### src/rtl/enemy_pool_if.sv
`default_nettype none
// ============================================================================
// Module      : enemy_pool_if
// Description : Spawner / renderer bundle for enemy_pool. The spawner drives
//               the requests and reads the enemy state.
// Revision    : 1.0 - initial release
// ============================================================================
interface enemy_pool_if;
    logic        spawn;
    logic [3:0]  random_number;
    logic        move_tick;
    logic        kill;
    logic [2:0]  kill_slot;
    logic [3:0]  enemy_count;
    logic [7:0]  active_mask;
    logic [79:0] pos_x;
    logic [79:0] pos_y;
    logic [7:0]  escaped;
    logic        spawned_pulse;

    modport master (
        output spawn, random_number, move_tick, kill, kill_slot,
        input  enemy_count, active_mask, pos_x, pos_y, escaped, spawned_pulse
    );

    modport slave (
        input  spawn, random_number, move_tick, kill, kill_slot,
        output enemy_count, active_mask, pos_x, pos_y, escaped, spawned_pulse
    );
endinterface
`default_nettype wire

### src/rtl/enemy_pool.sv
`default_nettype none
// ============================================================================
// Module      : enemy_pool
// Description : Eight-slot enemy pool with spawn holdoff, per-frame movement,
//               kill and escape tracking. Define ENEMY_ZIGZAG_EN for X drift.
// Revision    : 1.0 - initial release
// ============================================================================
module enemy_pool #(
    parameter int SCREEN_H = 480,
    parameter int X_STEP   = 36,
    parameter int SPEED    = 2,
    parameter int HOLDOFF  = 1000
`ifdef ENEMY_ZIGZAG_EN
    ,
    parameter int DRIFT    = 1,
    parameter int SCREEN_W = 640,
    parameter int ENEMY_W  = 32
`endif
) (
    input  logic        clk,
    input  logic        rst_n,
    enemy_pool_if.slave bus
);

    localparam int c_NSLOT = 8;
    localparam int c_HW    = $clog2(HOLDOFF + 1);

    function automatic logic [3:0] f_popcount(input logic [7:0] v);
        logic [3:0] n;
        n = '0;
        for (int i = 0; i < c_NSLOT; i++) begin
            n = n + 4'(v[i]);
        end
        return n;
    endfunction

    logic [c_HW-1:0] r_holdoff;
    logic [3:0]      r_count;
    logic [7:0]      r_escaped;
    logic            r_spawned;

    logic [7:0]      w_active;
    logic [7:0]      w_escape;
    logic [79:0]     w_pos_x;
    logic [79:0]     w_pos_y;
    logic [2:0]      w_free_idx;
    logic            w_accept;
    logic [9:0]      w_spawn_x;
    logic [8:0]      w_esc_sum;

    assign w_accept  = bus.spawn && (r_holdoff == '0) && (w_active != 8'hFF);
    assign w_spawn_x = 10'(bus.random_number * X_STEP);
    assign w_esc_sum = {1'b0, r_escaped} + {5'd0, f_popcount(w_escape)};

    // Scan downward so the lowest free index is the last one written.
    always_comb begin
        w_free_idx = '0;
        for (int i = c_NSLOT - 1; i >= 0; i--) begin
            if (!w_active[i]) begin
                w_free_idx = 3'(i);
            end
        end
    end

    for (genvar gi = 0; gi < c_NSLOT; gi++) begin : g_slot
        logic        r_act;
        logic [9:0]  r_x;
        logic [9:0]  r_y;
        logic        w_spawn_here;
        logic        w_kill_here;
        logic        w_move;
        logic [10:0] w_y_step;
`ifdef ENEMY_ZIGZAG_EN
        logic        r_dir;
`endif

        // A spawn target is always free, so kill can only hit an already-active slot.
        assign w_spawn_here = w_accept && (w_free_idx == 3'(gi));
        assign w_kill_here  = bus.kill && (bus.kill_slot == 3'(gi)) && r_act;
        assign w_move       = bus.move_tick && r_act && !w_kill_here;
        assign w_y_step     = {1'b0, r_y} + 11'(SPEED);
        assign w_escape[gi] = w_move && (w_y_step >= 11'(SCREEN_H));

        assign w_active[gi]           = r_act;
        assign w_pos_x[10*gi +: 10]   = r_x;
        assign w_pos_y[10*gi +: 10]   = r_y;

        always_ff @(posedge clk or negedge rst_n) begin
            if (!rst_n) begin
                r_act <= 1'b0;
                r_x   <= '0;
                r_y   <= '0;
`ifdef ENEMY_ZIGZAG_EN
                r_dir <= 1'b0;
`endif
            end else if (w_spawn_here) begin
                r_act <= 1'b1;
                r_x   <= w_spawn_x;
                r_y   <= '0;
`ifdef ENEMY_ZIGZAG_EN
                r_dir <= bus.random_number[0];
`endif
            end else if (w_kill_here) begin
                r_act <= 1'b0;
            end else if (w_move) begin
                r_y <= w_y_step[9:0];
                if (w_escape[gi]) begin
                    r_act <= 1'b0;
                end
`ifdef ENEMY_ZIGZAG_EN
                // Reaching an edge costs one tick: flip only, no X step.
                if (r_dir) begin
                    if (r_x >= 10'(SCREEN_W - ENEMY_W)) begin
                        r_dir <= 1'b0;
                    end else begin
                        r_x <= r_x + 10'(DRIFT);
                    end
                end else begin
                    if (r_x < 10'(DRIFT)) begin
                        r_dir <= 1'b1;
                    end else begin
                        r_x <= r_x - 10'(DRIFT);
                    end
                end
`endif
            end
        end
    end

    always_ff @(posedge clk or negedge rst_n) begin
        if (!rst_n) begin
            r_holdoff <= '0;
            r_count   <= '0;
            r_escaped <= '0;
            r_spawned <= 1'b0;
        end else begin
            if (w_accept) begin
                r_holdoff <= c_HW'(HOLDOFF - 1);
            end else if (r_holdoff != '0) begin
                r_holdoff <= r_holdoff - 1'b1;
            end
            r_count   <= f_popcount(w_active);
            r_escaped <= (w_esc_sum > 9'd255) ? 8'hFF : w_esc_sum[7:0];
            r_spawned <= w_accept;
        end
    end

    assign bus.enemy_count   = r_count;
    assign bus.active_mask   = w_active;
    assign bus.pos_x         = w_pos_x;
    assign bus.pos_y         = w_pos_y;
    assign bus.escaped       = r_escaped;
    assign bus.spawned_pulse = r_spawned;

endmodule
`default_nettype wire

### src/flat_wrapper.sv
// flat-port wrapper written by rule: the top's interface ports become plain ports
module enemy_pool_flat 
#(
    parameter int SCREEN_H = 480,
    parameter int X_STEP   = 36,
    parameter int SPEED    = 2,
    parameter int HOLDOFF  = 1000

)
  (clk, rst_n, bus_spawn, bus_random_number, bus_move_tick, bus_kill, bus_kill_slot, bus_enemy_count, bus_active_mask, bus_pos_x, bus_pos_y, bus_escaped, bus_spawned_pulse);
  enemy_pool_if bus_i ();
  input  logic clk;
  input  logic rst_n;
  input wire logic [$bits(bus_i.spawn)-1:0] bus_spawn;
  input wire logic [$bits(bus_i.random_number)-1:0] bus_random_number;
  input wire logic [$bits(bus_i.move_tick)-1:0] bus_move_tick;
  input wire logic [$bits(bus_i.kill)-1:0] bus_kill;
  input wire logic [$bits(bus_i.kill_slot)-1:0] bus_kill_slot;
  output wire logic [$bits(bus_i.enemy_count)-1:0] bus_enemy_count;
  output wire logic [$bits(bus_i.active_mask)-1:0] bus_active_mask;
  output wire logic [$bits(bus_i.pos_x)-1:0] bus_pos_x;
  output wire logic [$bits(bus_i.pos_y)-1:0] bus_pos_y;
  output wire logic [$bits(bus_i.escaped)-1:0] bus_escaped;
  output wire logic [$bits(bus_i.spawned_pulse)-1:0] bus_spawned_pulse;
  assign bus_i.spawn = bus_spawn;
  assign bus_i.random_number = bus_random_number;
  assign bus_i.move_tick = bus_move_tick;
  assign bus_i.kill = bus_kill;
  assign bus_i.kill_slot = bus_kill_slot;
  assign bus_enemy_count = bus_i.enemy_count;
  assign bus_active_mask = bus_i.active_mask;
  assign bus_pos_x = bus_i.pos_x;
  assign bus_pos_y = bus_i.pos_y;
  assign bus_escaped = bus_i.escaped;
  assign bus_spawned_pulse = bus_i.spawned_pulse;
  enemy_pool #(.SCREEN_H(SCREEN_H), .X_STEP(X_STEP), .SPEED(SPEED), .HOLDOFF(HOLDOFF)) u_core (.clk(clk), .rst_n(rst_n), .bus(bus_i));
endmodule
### config.mk
export PLATFORM = sky130hd
export DESIGN_NAME = enemy_pool_flat
export DESIGN_NICKNAME = d
export VERILOG_FILES = /design/src/rtl/enemy_pool_if.sv /design/src/rtl/enemy_pool.sv /design/src/flat_wrapper.sv
export SDC_FILE = /design/constraint.sdc
export NUM_CORES = 1
export LEC_CHECK = 0
export CORE_AREA = 2 2 143 145
export DETAILED_ROUTE_END_ITERATION = 7
export DIE_AREA = 0 0 145 147
export GPL_TIMING_DRIVEN = 0
export PLACE_DENSITY_LB_ADDON = 0.1
export SETUP_SLACK_MARGIN = 0.4
export SYNTH_ARGS = -nofsm -noshare
export SYNTH_HDL_FRONTEND = slang
export SYNTH_SLANG_ARGS = --single-unit
### constraint.sdc
create_clock -name clk -period 5.04 [get_ports clk]
set_clock_uncertainty 0.2 [all_clocks]
set_input_delay 1.26 -clock clk [delete_from_list [all_inputs] [get_ports clk]]
set_output_delay 1.26 -clock clk [all_outputs]
set_load 0.02 [all_outputs]
Yosys cells after proc, flatten, opt, wreduce, memory -nomap -nowiden
Cells that the tools add are included.

cells by class
  add/subtract/negate cells = 24
  multiply operators = 1
  magnitude comparators = 9
  equality and inequality tests = 23
  multiplexer cells = 67
  reductions and logical operators = 103

operator list
  cell                                                                             number
  10-bit 2-to-1 mux                                                                26
  10-bit by 2-bit adder with 11-bit output, second input constant                  8
  11-bit by 9-bit >= comparator with 1-bit output, second input constant           8
  1-bit logical AND                                                                50
  4-bit by 1-bit adder with 4-bit output                                           12
  3-bit nonzero test                                                               16
  1-bit 2-to-1 mux                                                                 32
  2-bit AND reduction                                                              16
  3-bit == test, second input constant                                             8
  3-bit 2-to-1 mux                                                                 8
  2-bit nonzero test                                                               9
  2-bit by 1-bit != test with 1-bit output, second input constant                  8
  3-bit by 2-bit == test with 1-bit output, second input constant                  4
  10-bit logical NOT                                                               1
  10-bit nonzero test                                                              1
  10-bit by 1-bit subtractor with 10-bit output, second input constant             1
  8-bit by 4-bit adder with 9-bit output                                           1
  9-bit by 8-bit greater-than comparator with 1-bit output, second input constant  1
  1-bit logical NOT                                                                8
  4-bit by 4-bit multiplier with 8-bit output, second input constant               1
  8-bit 2-to-1 mux                                                                 1
  8-bit != test, second input constant                                             1
  3-bit by 1-bit == test with 1-bit output, second input constant                  2
  3-bit logical NOT                                                                2
  1-bit by 1-bit adder with 2-bit output                                           2

word-level totals
  register bits = 175
  input bits = 12
  output and inout bits = 181
  word-level logic and storage cells = 255

Depth between registers and ports, before layout
  depth after elaboration = 16
  depth in mapped cells = 20
  gate-level depth less buffers = 20

Least setup slack after synthesis
OpenSTA, ideal clock, no wires.

  kind = input-to-reg
  start = in bus_kill_slot[0]
  end = reg u_core.r_escaped[5] (netlist: u_core.bus.escaped[5])
  library setup time = 0.125 ns
  data arrival time = 5.849 ns
  data required time = 4.715 ns
  setup slack = -1.134 ns
  stages = 17
  buffers on the path = 1
  cell sequence = clkbuf_1 -> or4b_2 -> nand3_1 -> nor2_1 -> ha_1 -> inv_1 -> fa_1 -> fa_1 -> fa_1 -> fa_1 -> inv_1 -> ha_1 -> a21o_1 -> a21oi_1 -> nor2b_1 -> o21ai_0 -> mux2_2

between the ends
  cells in the longest elaborated chain, start to end = 16
  elaborated cells between the ends (all ways) = 58
  classes of those cells = add/sub (8); order compare (1); eq/ne (7); mux (1); reduce/logical (41)

RTL lines
  element                                                                        RTL line            text
  from (decl)                                                                    flat_wrapper.sv:18  input wire logic [$bits(bus_i.kill_slot)-1:0] bus_kill_slot;
  3-bit by 1-bit == test with 1-bit output or 3-bit logical NOT (tied branches)  enemy_pool.sv:79    assign w_kill_here = bus.kill && (bus.kill_slot == 3'(gi)) && r_act;
  1-bit logical AND (2 in a row)                                                 enemy_pool.sv:79
  1-bit logical NOT                                                              enemy_pool.sv:80    assign w_move = bus.move_tick && r_act && !w_kill_here;
  1-bit logical AND                                                              enemy_pool.sv:80
  1-bit logical AND                                                              enemy_pool.sv:82    assign w_escape[gi] = w_move && (w_y_step >= 11'(SCREEN_H));
  1-bit by 1-bit adder with 2-bit output                                         enemy_pool.sv:32    n = n + 4'(v[i]);
  4-bit by 1-bit adder with 4-bit output (5 in a row)                            enemy_pool.sv:32
  4-bit by 1-bit adder with 4-bit output (*)                                     enemy_pool.sv:32
  8-bit by 4-bit adder with 9-bit output (*)                                     enemy_pool.sv:53    assign w_esc_sum = {1'b0, r_escaped} + {5'd0, f_popcount(w_escape)};
  9-bit by 8-bit greater-than comparator with 1-bit output                       enemy_pool.sv:143   r_escaped <= (w_esc_sum > 9'd255) ? 8'hFF : w_esc_sum[7:0];
  8-bit 2-to-1 mux (*)                                                           enemy_pool.sv:143
  to (signal assigned)                                                           enemy_pool.sv:143
  to (decl)                                                                      enemy_pool.sv:39    logic [7:0] r_escaped;

Mark *: on every way between the ends. The rest lies on a longest branch, timed or not.
A chain may end at the register's enable or synchronous reset.

Worst setup path after layout
  start = in bus_kill_slot[1]
  end = reg u_core.r_escaped[6] (netlist: u_core.bus.escaped[6])

The elaborated chain is that of the path after synthesis.

==> flow_summary.ini <==
[synth]
synth_edf_count = 0
synthMuxAreaShare_pct = 9.53
synth_area_mm2 = 0.00878
synth-compound-area-share_pct = 5.83
async_flop_share_pct = 100
synth-seq-cells = 167
ys_warn_count = 0
synth_xor_area_share_pct = 7.28
synthAdderAreaFrac_pct = 5.18
synth_flop_cell = dfrtp_1
yosysSeqAreaShare_pct = 47.6
synth.avg_cell_area_um2 = 10.5
synthSimpleGateAreaFrac_pct = 19.1
syn_inst = 840
synth_cell_types = 67
synth_top_family_by_area = simple AND/OR/NAND/NOR gates

[sta]
timing.final.crit_share_pct = 105
period_needed_ns = 5.28
setup_ws_ns = -0.237
rsz0062_at_grt = yes
hold_viol = 0
worst_pin_slew_ns = 1.06
fmax_ghz = 0.189
setup_viol = 8
tns_ns = -1.27
relSlewSlack_pct = 28.2
drv_slew = 0

[route]
routedWlPerCell_um = 15.8
firstDrtPassIters = 4
vias = 6848
drtIter0Drc = 252
drc = 0
postRouteAntennaNets = 0
drt-total-wl_mm = 21.3
vias_per_cell = 5.08

[clock_tree]
ctsLongestPathBuffers = 2
clk_latency_ns = 0.43
cts_root_buf = clkbuf_16
cts_max_level = 4
clk_pin_slew_worst_paths_ns = 0.07
clock-sinks = 167
cts_tree = done
numCtsBuffers = 17

[setup_path]
critical_path_class = in -> reg
cp.arrival_ns = 5.39
required_ns = 5.16
critPathMaxFanout = 5
startpoint_type = primary input
critPathCaptureType = register

[placement]
place.gp.congestion = 0.824
io_buffers = 165
dp_cells = 1299
hpwl_mm = 15.2

[die]
coreArea_mm2 = 0.0198
die_area_mm2 = 0.0213
rows = 52
die_y_um = 147
num_io_pins = 193
fp.dieW_um = 145
initial_core_util_pct = 44.3

[pwr]
switching_share_pct = 24.4
power_density_mw_per_mm2 = 232
pwr-share-comb_pct = 3.7
power_switching_uw = 670
seqPwrFrac_pct = 48.8
power_frac_clock_pct = 47.5
p_int_uw = 2070
leakage_uw = 0.00537
peakVddDrop_mv = 0.218
power_uw = 2740

[layout]
drive_gt1_share_pct = 19.3
fin_cells = 1347
num_antenna_cells = 0
final_nets = 1107
syn2layout_area_growth_pct = 34.8

[grt]
grt_max_degree = 108
grt_pass1_wl_mm = 34.7
grt_pass1_vias = 6678
antenna_found_initial = 0
grt_usage_pct = 20.3
grt-ovfl-total = 0

[status]
violations = setup timing
status = complete, but fails checks

[worst_hold_path]
min_path_type = reg -> reg

[job]
drv_cap = 0
-- critical path, cell delays in order --
cell	delay (ns)
buf_8	0.11
or4b_4	0.57
nand3_4	0.10
nor2_4	0.06
ha_4	0.27
inv_2	0.03
fa_1	0.49
fa_1	0.43
fa_2	0.37
fa_2	0.45
buf_6	0.13
fa_2	0.36
nor2b_4	0.13
o21ai_2	0.08
nand2_2	0.09
and3_4	0.18
mux2_4	0.29
-- final timing paths --
check                                              from                 endpoint  slack [ns]  cells after the start
worst max-delay path                   bus_kill_slot[1]    u_core.bus.escaped[6]       -0.24                     17
worst min-delay path            u_core.g_slot[4].r_x[2]  u_core.g_slot[4].r_x[2]        0.31                      1
worst max register to register  u_core.g_slot[0].r_y[1]    u_core.bus.escaped[6]       -0.11                     19
worst min register to register  u_core.g_slot[4].r_x[2]  u_core.g_slot[4].r_x[2]        0.31                      1
max in group asynchronous                         rst_n  u_core.g_slot[2].r_y[1]        3.19                      2
min in group asynchronous                         rst_n    u_core.bus.escaped[6]        0.55                      1
-- through the flow --
stage / hold slack, ns / setup slack (ns) / utilization (%) / cell area [um^2]
final: 0.307 / -0.237 / 59.7 / 11800
after global placement: 0.287 / -4.68 / 55.0 / 10900
after detailed placement: 0.295 / -1.42 / 55.2 / 10900
after floorplan: 0.292 / -0.663 / - / 8920
after CTS: 0.311 / -0.281 / 59.0 / 11700
after global routing: 0.328 / -0.328 / 59.7 / 11800
-- cells by family after synthesis --
family	after synthesis
and+or+nand+nor	326
adders and majority gates	31
DFF	167
other	1
buffers and inverters	89
AOI/OAI and AO/OA	78
xor gates and xnor gates	73
muxes	75
-- synthesized netlist by cell type (all sizes together), types with 3 or more instances --
library cell  instances  area, um^2
dfrtp               167        4180
nor2                 93         349
nand2                69         259
mux2                 66         747
buf                  46         318
xnor2                44         385
nand3                32         160
inv                  30         113
xor2                 29         254
and3                 28         175
nor3                 23         126
ha                   22         275
o21ai                21         105
a21oi                17        85.1
nand4                16         100
clkbuf               13        48.8
and2                 10        62.6
fa                    9         180
mux2i                 9        90.1
nand4b                8        70.1
and4                  7        61.3
nor2b                 7        43.8
nor4                  7        58.8
nand2b                6        37.5
o31ai                 6        45.0
or3                   5        37.5
a32oi                 4        35.0
nor4b                 3        26.3
o211ai                3        22.5
o21a                  3        22.5
o21bai                3        22.5
-- sequential cells by signal (all words and copies together), names as in the netlist --
| signal | cells |
|---|---|
| u_core.bus.enemy_count | 4 |
| u_core.r_holdoff | 10 |
| u_core.bus.spawned_pulse | 1 |
| u_core.g_slot.r_act | 8 |
| u_core.g_slot.r_x | 64 |
| u_core.bus.escaped | 8 |
| u_core.g_slot.r_y | 72 |
-- power by group through the flow --
stage	clock [uW]	sequential (uW)	combinational [uW]
finish	1300	1340	101
global placement	0	1370	93.4
global route	1400	1340	111
floorplan	0	1370	44.9
CTS	1340	1340	102
detailed placement	0	1370	96.8
-- routing by layer --
layer	routed length, um	global-route usage (%)	vias up	share of wire (%)
met1	9510	26.4	3321	45
met5	0	0	-	0
met4	326	5.79	0	1.5
li1	-	-	3314	-
met3	1740	7.14	25	8.2
met2	9730	32.4	188	46
-- cell usage in the layout, fill, tap and decap left out, drive strengths merged, types with 10 or more instances in the layout --
cell type and instances:
inv 36, ha 22, dfrtp 167, nand4 16, mux2 66, nand2 69
conb 24, o21ai 21, and3 28, xnor2 44, a21oi 17, nor3 23
xor2 29, nand3 32, clkdlybuf4s50 162, clkbuf 30, buf 66, nor2 93
and2 10
-- repair_timing --
item | 4_1_cts | 5_1_grt
pin swaps | 9 | 11
endpoints found under the setup margin | 8 | 8
hold buffers | 0 | 0
hold endpoints to repair | 0 | 0
setup buffers | 9 | 7
gates resized for setup | 33 | 22
-- area by class of cell --
cell class,instances,area (um^2)
Inverter,30,113
Buffer,59,405
Clock inverter,15,165
Timing Repair Buffer,182,1820
Tap cell,270,338
Sequential cell,167,4180
Clock buffer,17,425
Multi-Input combinational cell,607,4400
Fill cell,1694,8010
No activity file was read; power rests on OpenSTA's default activity.
